===== config.mk =====
export PLATFORM = sky130hd
export DESIGN_NAME = alu_sequencer
export DESIGN_NICKNAME = d
export VERILOG_FILES = /design/src/rtl/alu_sequencer.sv
export SDC_FILE = /design/constraint.sdc
export NUM_CORES = 1
export LEC_CHECK = 0
export BUFFER_PORTS_ARGS = -buffer_cell sky130_fd_sc_hd__buf_4
export CAP_MARGIN = 20
export CORE_ASPECT_RATIO = 1.25
export CORE_MARGIN = 2
export CORE_UTILIZATION = 51
export CTS_CLUSTER_DIAMETER = 40
export DETAILED_ROUTE_END_ITERATION = 8
export PLACE_DENSITY = 0.86
export SYNTH_ARGS = -nofsm -noshare
export SYNTH_HDL_FRONTEND = slang
export SYNTH_SLANG_ARGS = --single-unit

===== constraint.sdc =====
create_clock -name clock -period 2.5 [get_ports clock]
set_input_delay 0.375 -clock clock [delete_from_list [all_inputs] [get_ports clock]]
set_output_delay 0.375 -clock clock [all_outputs]
set_load 0.01 [all_outputs]

===== src/rtl/alu_sequencer.sv =====
`default_nettype none
`timescale 1ns/1ps
// ============================================================================
// Module      : alu_sequencer
// Description : Multi-cycle fetch/decode/execute/writeback controller for the
//               32-bit ALU datapath. Owns the program counter and the two-bit
//               flag register; writes ALU results back to the register file.
//               Optional macro ALU_SEQ_PERF_EN adds retired/stall counters.
// Revision    : 1.0 - initial release
// ============================================================================
module alu_sequencer #(
    parameter logic [31:0] RESET_PC = 32'h0000_0000,
    parameter int unsigned ALU_WAIT = 1,
    parameter logic [6:0]  HALT_OP  = 7'h7F
) (
    input  logic        clock,
    input  logic        reset_n,
    input  logic        start,
    output logic        imem_req,
    output logic [31:0] imem_addr,
    input  logic        imem_ack,
    input  logic [31:0] imem_rdata,
    output logic [3:0]  rf_ra,
    output logic [3:0]  rf_rb,
    output logic        rf_we,
    output logic [3:0]  rf_wa,
    output logic [31:0] rf_wdata,
    output logic [6:0]  alu_instr,
    output logic [15:0] alu_value,
    output logic        alu_highlow,
    output logic        alu_F1,
    output logic        alu_F2,
    input  logic        alu_F3,
    input  logic [31:0] alu_C,
    input  logic        alu_addrch,
    input  logic [31:0] alu_naddr,
    output logic [31:0] pc,
    output logic        busy,
    output logic        halted,
`ifdef ALU_SEQ_PERF_EN
    output logic [31:0] retired,
    output logic [31:0] stall_cycles,
`endif
    output logic        illegal
);

    localparam logic [2:0] c_ST_IDLE   = 3'd0;
    localparam logic [2:0] c_ST_FETCH  = 3'd1;
    localparam logic [2:0] c_ST_DECODE = 3'd2;
    localparam logic [2:0] c_ST_EXEC   = 3'd3;
    localparam logic [2:0] c_ST_WB     = 3'd4;
    localparam logic [2:0] c_ST_HALT   = 3'd5;

    // EXEC lasts ALU_WAIT cycles: count down from ALU_WAIT-1 to zero
    localparam logic [3:0] c_WAIT_LAST = 4'(ALU_WAIT - 1);

    logic [2:0]  r_state;
    logic [2:0]  w_next_state;
    logic [31:0] r_pc;
    logic [1:0]  r_flags;
    logic        r_illegal;
    logic [31:0] r_instr;
    logic [3:0]  r_wait;
    logic [31:0] r_c;
    logic        r_f3;
    logic        r_addrch;
    logic [31:0] r_naddr;

    logic [6:0]  w_op;
    logic        w_hl;
    logic [3:0]  w_rd;
    logic [3:0]  w_ra;
    logic [3:0]  w_rb;
    logic [15:0] w_imm;
    logic        w_illegal_op;
    logic        w_halt_op;
    logic        w_alu_drive;
    logic        w_exec_last;
    logic        w_wb_write;
    logic        w_wb_flag;
    logic        w_wb_jump;

    assign w_op  = r_instr[6:0];
    assign w_hl  = r_instr[7];
    assign w_rd  = r_instr[11:8];
    assign w_ra  = r_instr[15:12];
    assign w_rb  = r_instr[19:16];
    assign w_imm = r_instr[31:16];

    // Opcodes 16..126 are reserved; the halt opcode takes priority over them
    assign w_halt_op    = (w_op == HALT_OP);
    assign w_illegal_op = (w_op >= 7'd16) && (w_op <= 7'd126) && !w_halt_op;

    assign w_alu_drive = (r_state == c_ST_DECODE) || (r_state == c_ST_EXEC);
    assign w_exec_last = (r_state == c_ST_EXEC) && (r_wait == 4'd0);
    assign w_wb_write  = (r_state == c_ST_WB) && (w_op <= 7'd7);
    assign w_wb_flag   = (w_op >= 7'd8) && (w_op <= 7'd13);
    assign w_wb_jump   = (w_op == 7'd14) || (w_op == 7'd15);

    // Next-state selection for the sequencing FSM
    always_comb begin
        w_next_state = r_state;
        case (r_state)
            c_ST_IDLE:   if (start) w_next_state = c_ST_FETCH;
            c_ST_FETCH:  if (imem_ack) w_next_state = c_ST_DECODE;
            c_ST_DECODE: begin
                if (w_halt_op || w_illegal_op) w_next_state = c_ST_HALT;
                else                           w_next_state = c_ST_EXEC;
            end
            c_ST_EXEC:   if (r_wait == 4'd0) w_next_state = c_ST_WB;
            c_ST_WB:     w_next_state = c_ST_FETCH;
            c_ST_HALT:   w_next_state = c_ST_HALT;
            default:     w_next_state = c_ST_IDLE;
        endcase
    end

    // State register plus instruction latch, EXEC countdown and ALU sampling
    always_ff @(posedge clock or negedge reset_n) begin
        if (!reset_n) begin
            r_state  <= c_ST_IDLE;
            r_instr  <= 32'd0;
            r_wait   <= 4'd0;
            r_c      <= 32'd0;
            r_f3     <= 1'b0;
            r_addrch <= 1'b0;
            r_naddr  <= 32'd0;
        end else begin
            r_state <= w_next_state;
            if ((r_state == c_ST_FETCH) && imem_ack) r_instr <= imem_rdata;
            if (r_state == c_ST_DECODE) r_wait <= c_WAIT_LAST;
            else if ((r_state == c_ST_EXEC) && (r_wait != 4'd0)) r_wait <= r_wait - 4'd1;
            if (w_exec_last) begin
                r_c      <= alu_C;
                r_f3     <= alu_F3;
                r_addrch <= alu_addrch;
                r_naddr  <= alu_naddr;
            end
        end
    end

    // Architectural state: PC, flag shift register and sticky illegal bit
    always_ff @(posedge clock or negedge reset_n) begin
        if (!reset_n) begin
            r_pc      <= RESET_PC;
            r_flags   <= 2'b00;
            r_illegal <= 1'b0;
        end else begin
            if ((r_state == c_ST_DECODE) && w_illegal_op) r_illegal <= 1'b1;
            if (r_state == c_ST_WB) begin
                if (w_wb_flag) r_flags <= {r_flags[0], r_f3};
                if (w_wb_jump && r_addrch) r_pc <= r_naddr;
                else                       r_pc <= r_pc + 32'd1;
            end
        end
    end

`ifdef ALU_SEQ_PERF_EN
    logic [31:0] r_retired;
    logic [31:0] r_stall;

    // Retirement and fetch-stall counters, free-running with wrap
    always_ff @(posedge clock or negedge reset_n) begin
        if (!reset_n) begin
            r_retired <= 32'd0;
            r_stall   <= 32'd0;
        end else begin
            if (r_state == c_ST_WB) r_retired <= r_retired + 32'd1;
            if ((r_state == c_ST_FETCH) && !imem_ack) r_stall <= r_stall + 32'd1;
        end
    end

    assign retired      = r_retired;
    assign stall_cycles = r_stall;
`endif

    // Outputs are forced to zero outside the states that own them
    assign imem_req    = (r_state == c_ST_FETCH);
    assign imem_addr   = imem_req ? r_pc : 32'd0;
    assign rf_ra       = w_alu_drive ? w_ra : 4'd0;
    assign rf_rb       = w_alu_drive ? w_rb : 4'd0;
    assign alu_instr   = w_alu_drive ? w_op : 7'd0;
    assign alu_highlow = w_alu_drive ? w_hl : 1'b0;
    assign alu_value   = (w_alu_drive && ((w_op == 7'd5) || (w_op == 7'd6))) ? w_imm : 16'd0;
    assign alu_F1      = r_flags[0];
    assign alu_F2      = r_flags[1];
    assign rf_we       = w_wb_write;
    assign rf_wa       = w_wb_write ? w_rd : 4'd0;
    assign rf_wdata    = w_wb_write ? r_c : 32'd0;
    assign pc          = r_pc;
    assign busy        = (r_state != c_ST_IDLE) && (r_state != c_ST_HALT);
    assign halted      = (r_state == c_ST_HALT);
    assign illegal     = r_illegal;

endmodule
`default_nettype wire


==> flow_metrics.env <==
export IMPL_vias=6149
export IMPL_synth_edff_count=0
export IMPL_yosysTopAreaCell="dfrtp_1"
export IMPL_ys_ff_latch=140
export IMPL_numCtsBuffers=17
export IMPL_ir_drop_mv=0.681
export IMPL_start_kind="flop"
export IMPL_initial_core_util_pct=52.5
export IMPL_p_per_area_nw_per_um2=975
export IMPL_fin_crit_sh_pct=98.7
export IMPL_ys_warn_count=0
export IMPL_grt_pass1_wl_mm=30.1
export IMPL_drc=0
export IMPL_crit_fanout=8
export IMPL_synth_nets=754
export IMPL_cp_common_cell="buf_6"
export IMPL_antenna_found_initial=0
export IMPL_path_buf_inv=2
export IMPL_cts_tree="built"
export IMPL_viasPerCell=5.69
export IMPL_drt_initial_drc_count=236
export IMPL_path_class="reg2out"
export IMPL_hold_slack_ns=0.178
export IMPL_dpl_cell_area_um2=9090
export IMPL_die_height_um=135
export IMPL_hold_violations=0
export IMPL_path_clk_slew_ns=0.06
export IMPL_core_um2=13300
export IMPL_fin_skew_ns=0.0173
export IMPL_yosysSeqAreaShare_pct=49.9
export IMPL_synth_main_ff_cell="dfrtp_1"
export IMPL_fin_area_um2=9930
export IMPL_critPathMaxStageDelay_ns=0.45
export IMPL_regArea_um2=3510
export IMPL_synthTopCellsByCount="dfrtp_1 (140), and2_1 (104), mux2_2 (99)"
export IMPL_drt_wl_total_mm=20.4
export IMPL_cts_sinks=140
export IMPL_ios=241
export IMPL_synthArstFlopShare_pct=100
export IMPL_port_buffers=240
export IMPL_clkLatencyLatePin_ns=0.43
export IMPL_slew_headroom_pct=58.9
export IMPL_finalSetupViolCount=0
export IMPL_rows=47
export IMPL_tightest_slew_ns=0.616
export IMPL_syn_avg_cell_area_um2=10.8
export IMPL_final_nets=1002
export IMPL_grt_overflow_total=0
export IMPL_regToRegSetupSlack_ns=0.16
export IMPL_drive_gt1_share_pct=47.6
export IMPL_critical_path_top_delay_family="simple AND/OR/NAND/NOR gates"
export IMPL_drv_slew=0
export IMPL_synth_cell_types=60
export IMPL_synth_area_leaders="dfrtp_1 (50%), mux2_2 (16%), and2_1 (9.3%)"
export IMPL_tns_ns=0
export IMPL_crit_chain="or3_4 > nor4b_4 > buf_6 > and2_4 > buf_6"
export IMPL_area_growth_pct=41.6
export IMPL_clockBufferDepth=2
export IMPL_nFillCells=882
export IMPL_max_freq_mhz=405
export IMPL_wl_per_cell_um=18.9
export IMPL_yosysMostFrequentCell="dfrtp_1"
export IMPL_post_place_ws_ns=0.264
export IMPL_dieWidth_um=109
export IMPL_rsz0062_at_grt="true"
export IMPL_ant_nets=0
export IMPL_cellLeakagePower_uw=0.00461
export IMPL_multi_input_area_um2=3400
export IMPL_cap_violations=0
export IMPL_syn_area_um2=7010
export IMPL_grt_pass1_vias=6018
export IMPL_antenna_cells=0
export IMPL_synth_top_area_share_pct=49.9
export IMPL_place_hpwl_mm=13.2
export IMPL_cp_required_ns=2.12
export IMPL_fp_dieArea_um2=14700
export IMPL_crit_arrival_ns=2.09
export IMPL_cts_root_buf="clkbuf_16"
export IMPL_worst_path_max_delay_cell="or3_4"
export IMPL_drt_pass1_iter_count=4
export IMPL_min_path_type="in2reg"
export IMPL_grtUsageTotal_pct=26.5
export IMPL_fin_ws_ns=0.0317
export IMPL_min_period_ns=2.47
export IMPL_htreeDepth=4
export IMPL_critPathCaptureType="output port"
export IMPL_grt_max_degree=65
export IMPL_status="finished, final reports clean"
export IMPL_synth_cells=649
export IMPL_place_gp_congestion=0.845
[layout by cell type (no fill, tap or decap), types with 3 or more instances in the layout]
cell type  count
buf_4        240
dfrtp_1      138
mux2_2        99
and2_1        86
nand2_1       41
o21ai_0       28
nand3_1       28
nor2_1        24
a21oi_1       21
buf_6         21
clkbuf_16     19
and2_4        18
nand4_1       13
nor3_1         9
a2bb2oi_1      8
inv_1          7
o22ai_1        7
buf_12         6
or4_1          5
a31oi_1        4
a211oi_1       4
or3_1          4
clkinv_2       4
nor3b_1        3
and3_1         3
a22oi_1        3
ha_1           3
clkinv_4       3
[final timing paths]
path / startpoint / end / cells after the start
setup / recovery: r_instr[4] / alu_value[2] / 5
hold / removal: alu_C[1] / r_c[1] / 2
setup reg to reg: r_instr[4] / pc[8] / 7
hold reg to reg: r_c[8] / r_c[8] / 1
max in group asynchronous: reset_n / r_addrch / 3
min in group asynchronous: reset_n / r_c[9] / 2
[timing repair]
action,in CTS,in global routing
buffers inserted,3,2
setup endpoints to repair,16,52
hold endpoints to repair,62,0
gates resized for setup,6,40
hold buffers,1,0
pin swaps,1,15
cloned,1,3
[power breakdown]
group | switching [uW] | internal (uW)
Sequential | 777 | 3230
Combinational | 1410 | 1800
Clock | 984 | 1480
Total | 3170 | 6510
[worst register-to-register path, cell delays in order, from the launching register on]
cell     delay [ns]
dfrtp_1        0.43
or3_4          0.45
buf_4          0.16
or2_2          0.54
buf_12         0.26
nand2_1        0.10
o21ai_0        0.09
a22o_1         0.20
[state kept, by name (all words and copies together), names as in the netlist, 2 cells and up]
| name | count |
|---|---|
| r_instr | 32 |
| pc | 32 |
| r_c | 32 |
| r_state | 3 |
| r_naddr | 32 |
| r_flags | 2 |
| r_wait | 4 |
[kinds of logic (layout without fill, tap and decap cells)]
family	count (synthesis)	count (layout)	synth area share (%)
adder cells (fa/ha/maj)	3	3	0.535
flip-flops	140	140	49.9
buffers and inverters	48	308	2.89
multiplexers	102	102	16.3
AO/OA/AOI/OAI	96	96	8.72
AND/OR/NAND/NOR	259	259	21.4
XOR/XNOR	1	1	0.125
[area by class of cell]
| cell class | count | area share (%) |
|---|---|---|
| well taps | 171 | 2.15 |
| inverters | 7 | 0.265 |
| multi-input cells | 461 | 34.2 |
| clock inverters | 11 | 1.22 |
| flip-flops and latches | 140 | 35.3 |
| repair buffers | 270 | 22.3 |
| clock buffers | 20 | 4.50 |
[per-stage QoR]
stage	utilization, %	total power [uW]	std cells
after CTS	72.8	9570	1075
final	74.4	9690	1080
after global routing	74.4	10200	1080
after floorplan	-	5710	649
after detailed placement	68.1	7030	1039
after global placement	68.1	6900	1039
[layer usage]
layer	global-route usage [%]	up-vias	part of all wire, %
met5	0	-	0
met1	30.1	2988	37
met2	44.9	316	51
met4	10.8	0	2.7
met3	9.60	41	9.5
li1	-	2804	-
Power figures use the tool's default switching activity.
